==> src/rtl/moore_11011_overlapping.sv <==
// moore_11011_overlapping: Moore detector flagging every 11011 on serial input n, overlaps included
module moore_11011_overlapping (
    input  logic clk,
    input  logic rst,
    input  logic n,
    output logic d
);
    typedef enum logic [2:0] {S0, S1, S2, S3, S4, S5} state_t;
    state_t state, nxt;
    // state register, cleared to S0 as soon as rst rises
    always_ff @(posedge clk or posedge rst)
        if (rst) state <= S0;
        else     state <= nxt;
    // next state tracks the longest suffix that is a prefix of 11011; d decodes S5 only
    always_comb begin
        nxt = S0;
        d   = 1'b0;
        case (state)
            S0: nxt = n ? S1 : S0;
            S1: nxt = n ? S2 : S0;
            S2: nxt = n ? S2 : S3;
            S3: nxt = n ? S4 : S0;
            S4: nxt = n ? S5 : S0;
            S5: begin
                nxt = n ? S2 : S3;
                d   = 1'b1;
            end
            default: nxt = S0;
        endcase
    end
endmodule

==> config.mk <==
export PLATFORM = sky130hd
export DESIGN_NAME = moore_11011_overlapping
export DESIGN_NICKNAME = d
export VERILOG_FILES = /design/src/rtl/moore_11011_overlapping.sv
export SDC_FILE = /design/constraint.sdc
export NUM_CORES = 1
export LEC_CHECK = 0
export CELL_PAD_IN_SITES_DETAIL_PLACEMENT = 0
export CELL_PAD_IN_SITES_GLOBAL_PLACEMENT = 1
export CORE_AREA = 2 2 39 41
export DETAILED_ROUTE_END_ITERATION = 7
export DIE_AREA = 0 0 41 43
export PLACE_DENSITY = 0.42
export RECOVER_POWER = 100
export SKIP_LAST_GASP = 1
export SLEW_MARGIN = 20
export SYNTH_ARGS = -nofsm -noshare
export SYNTH_HDL_FRONTEND = slang
export SYNTH_SLANG_ARGS = --single-unit
==> constraint.sdc <==
create_clock -name clk -period 1.3 [get_ports clk]
set_input_delay 0.26 -clock clk [delete_from_list [all_inputs] [get_ports clk]]
set_output_delay 0.26 -clock clk [all_outputs]
set_load 0.02 [all_outputs]
# ---- After elaboration in Yosys (flattened, before gate mapping)
# Index checks and enable logic that the tools add are counted.
# Widths: inputs -> output; s select.
dict set report totals {
  register_bits 3
  in_bits 3
  output_inout_bits 1
  wordCells 15
}
dict set report classes {
  eq_ne 5
  n_mux 7
  reduce_logical 2
}
# operator n
set ops {}
lappend ops {{$pmux 3 s5} 1}
lappend ops {{$eq 3x2->1 const B} 2}
lappend ops {{$eq 3x3->1 const B} 2}
lappend ops {{$mux 3} 2}
lappend ops {{$eq 3x1->1 const B} 1}
lappend ops {{$logic_not 3->1} 1}
lappend ops {{$mux 1} 3}
lappend ops {{$mux 2} 1}
lappend ops {{$reduce_or 2->1} 1}

# ---- Logic depth before layout (Yosys ltp)
dict set report depth {
  word_depth 3
  depth_mapped 2
  depth_no_buf 2
}

# ---- Worst setup path before layout
# No wires, ideal clock.
dict set report synth_timing {
  path_type {reg-to-output}
  from {register state[0]}
  to {output port d}
  arrival_time_ns 0.743
  required_time_ns 1.040
  path_slack_ns 0.297
  stages_incl_launch_ff 3
  n_path_buf 0
  cell_sequence {dfrtp_1 -> nand2_1 -> nor2_1}
}
dict set report synth_between {
  elab_chain_len 2
}
# element line_no
set synth_lines {}
lappend synth_lines {{from (decl)} 9} ;# state_t state, nxt;
lappend synth_lines {{from (signal assigned)} 13} ;# else state <= nxt;
lappend synth_lines {{$eq 3x3->1} 18} ;# case (state)
lappend synth_lines {{$mux 1} 18}
lappend synth_lines {{to (decl)} 6} ;# output logic d
# No other way between the ends.

# ---- Final worst setup path
dict set report layout_timing {
  from {register state[0]}
  to {register state[2]}
}
dict set report layout_between {
  elab_chain_len 3
  elab_cells_between_ends 8
  classes_between {eq/ne: 5; mux: 1; reduce/logical: 2}
}
# element line_no
set layout_lines {}
lappend layout_lines {{$eq 3x3->1 / $eq 3x2->1 (equally long branches)} 18}
lappend layout_lines {{$reduce_or 2->1 (no line)} --}
lappend layout_lines {{$pmux 3 s5 (*)} 18}
lappend layout_lines {{net nxt[2]} 9}
# Mark *: on every way through the listed nets, which the timed path passes. The rest lies on a longest branch.

==> impl_results.md <==
- Yosys warning total: 0
- Vias per cell: 3.814
- Wirelength per Cell: 7.930 microns
- PD cells: 1866 nW/um^2
- Layout area overhead: 60.00%
- Total core area: 1384 sq um
- Commonest cells in the netlist: dfrtp_1 (3), nor2_1 (2), o21ai_0 (2), or3b_1 (2)
- Largest cells by area after synthesis: dfrtp_1 (46%), or3b_1 (11%), and4bb_2 (7.7%)
- Dominant synthesized flop cell: dfrtp_1
- Top Family by Delay on Critical Path: simple AND/OR/NAND/NOR gates
- Layout cells sized above 1: 29.63%
- Util after Layout: about a fifth
- Post-route ant nets: 0
- Final setup skew: around 0.000050 ns
- I/O Buffers: 3
- Worst-Margin Slew: 0.2415 ns
- Worst min path class: in -> async
- Final Critical Period: 1.168 ns
- FMAX: 856.2 MHz
- Row count: 14
- Sink Count: 3
- Final period utilization: 89.85%
- CTS Buf Count: 3
- Design Area, Final: approximately 260 sq um
- Cells after Synth: 16
- Max incr delay on CP: roughly 0.38 ns
- WP depth: 3
- CTS tree: done
- Sequential-to-total area share from yosys stat: 46.15%
- Post-DP HPWL: ~260 microns
- Slowest cell on the critical path: or3b_1
- Ys async rst share: 100.0%
- Crit-path max FO: 7
- Total GRT Usage: ~6.6%
- Critical Path RT: roughly 1.5 ns
- Io pins: 4
- Arr. time, crit path: about 1.3 ns
- Avg Synthesized Cell Area: approximately 10 sq um
- Die height: 43 microns
- Cell variety after synth: 11
- Most common cell in the netlist: dfrtp_1
- Final wirelength: 341 microns
- Hold buffers post-CTS: 0
- Clk slew on worst S/H paths: 0.04 ns
- Leakage power: 0.1163 nW
- Pin count of the biggest net entering global routing: 8
- Register with the most flip-flops: state
- Status: finished clean
- FILL cells: roughly 160
- Vias in the first global route: just under 200
- H-tree Lvls: 1
- Die W: 41 microns
- Syn nets: 19
- Slew Viols, Final: 0
- Vias: roughly 160
- Max reg flops: 3
- Internal reg-to-reg setup slack: 0.13 ns
- Multi-input gate area: roughly 84 sq um
- Worst vdd ir: around 0.33 mV
- Number of synthesized flops with an enable pin: 0
- R2R depth: 3
- Initial Util: 11.75%
- DRT Pass-1 Iters: 2
- RePlAce Congestion: 0.6960
- #FFs+latches synth: 3
- Die area: between 1500 and 2000 sq um
- Initial antenna violation count: 0
- Netlist Area Pre-Place: 162.7 sq um
- First-pass GRT wire length: 662 microns
- Bufs and invs on worst path: 1
- Unrepaired setup endpoints after global routing: no
- Root buf cell: clkbuf_4
- Top cell type's share of synthesized area: a little under half
- Slew HR: between 80% and 90%
- Kind of end point of the critical path: flop
- Top cell type by total area after synthesis: dfrtp_1
- Critical path class: reg -> reg
- Dpl cell area: 242.7 sq um
- Largest regs: state: 3 flops
- Number of setup violations in the final report: 0
- Hold Fails Final Rpt: 0
- Bufs on Longest Clock Path: 2
- DRC viols: 0
- Layout Nets: 31
- Detailed Route Iter0 Violations: 1
- Skew-Pair Late Insertion Delay: 0.23 ns
- CP startpoint kind: flop
- Register area: 75.07 sq um
- Cell breakdown of the critical path: clkbuf_1, or3b_1, a21boi_0
- ANT cells: 0
- Max cap viols: 0
- Setup Buffers After CTS: 0
- Grt total ovfl: 0
## where the power goes
| part | internal [mW] | switching (mW) | total [mW] | leakage (nW) |
|---|---|---|---|---|
| Sequential | 0.129 | 0.0156 | 0.145 | 0.0391 |
| Combinational | 0.0881 | 0.0868 | 0.175 | 0.0622 |
| Clock | 0.115 | 0.0506 | 0.166 | 0.0150 |
| Total | 0.333 | 0.153 | 0.486 | 0.116 |
## routing by layer
layer / vias up / wire length, microns / part of all wire (%) / GRT usage [%]
met5: - / 0 / 0 / 0
met4: 0 / 16 / 4.7 / 11.33
met3: 2 / 1 / 0.29 / 3.141
met2: 2 / 197 / 58 / 7.813
met1: 80 / 126 / 37 / 5.844
li1: 80 / - / - / -
## layout make-up
class,instances,share of cell area [%]
tap,16,7.692
clock buffer,4,10.10
multi-input combinational,12,32.21
sequential,3,28.85
inverter,1,1.442
timing repair buffer,7,19.71
## worst register-to-register path, stage by stage, from the launching register on
cell and delay (ns):
dfrtp_1 0.36, clkbuf_1 0.17, or3b_1 0.38, a21boi_0 0.18
## through the flow
stage	hold slack (ns)	TNS (ns)	cells	worst slack [ns]	power, mW
2_1_floorplan	0.01364	0	16	0.2966	0.2468
3_3_place_gp	0.4333	-0.08197	39	-0.06349	0.3367
3_5_place_dp	0.4358	-0.09526	39	-0.05843	0.3405
4_1_cts	0.1836	0	43	0.03156	0.5136
5_1_grt	0.3255	0	43	0.06446	0.5273
6_report	0.3244	0	43	0.1320	0.4856
## placed cells by master (no fill, tap or decap)
master and count:
clkbuf_4 3, nand2_1 1, nand3b_1 1, dlygate4sd3_1 1, nor2_1 2, dfrtp_1 3
a211o_1 1, nor4b_1 1, clkbuf_1 2, o21ai_0 2, clkbuf_2 1, a21boi_0 1
inv_1 1, clkdlybuf4s50_1 1, buf_4 3, or3b_1 2, and4bb_2 1
## repair_timing
item | CTS | global route
gates resized for setup | 3 | 1
hold endpoints to repair | 0 | 0
endpoints found under the setup margin | 1 | 1
## cells by family (layout without fill, tap and decap cells)
| family | Yosys count | after routing | share of synthesized area [%] |
|---|---|---|---|
| buf+inv | 1 | 12 | 2.305 |
| simple gates | 8 | 8 | 35.39 |
| flops | 3 | 3 | 46.15 |
| compound gates | 4 | 4 | 16.16 |
## path summary, 6_finish.rpt
check / start / end
setup / recovery: state[0] / state[2]
setup reg to reg: state[0] / state[2]
hold reg to reg: state[1] / state[1]
hold / removal: rst / state[0]
max in group asynchronous: rst / state[2]
min in group clk: state[1] / state[1]
Note: power is estimated with default switching activity, not from simulation.
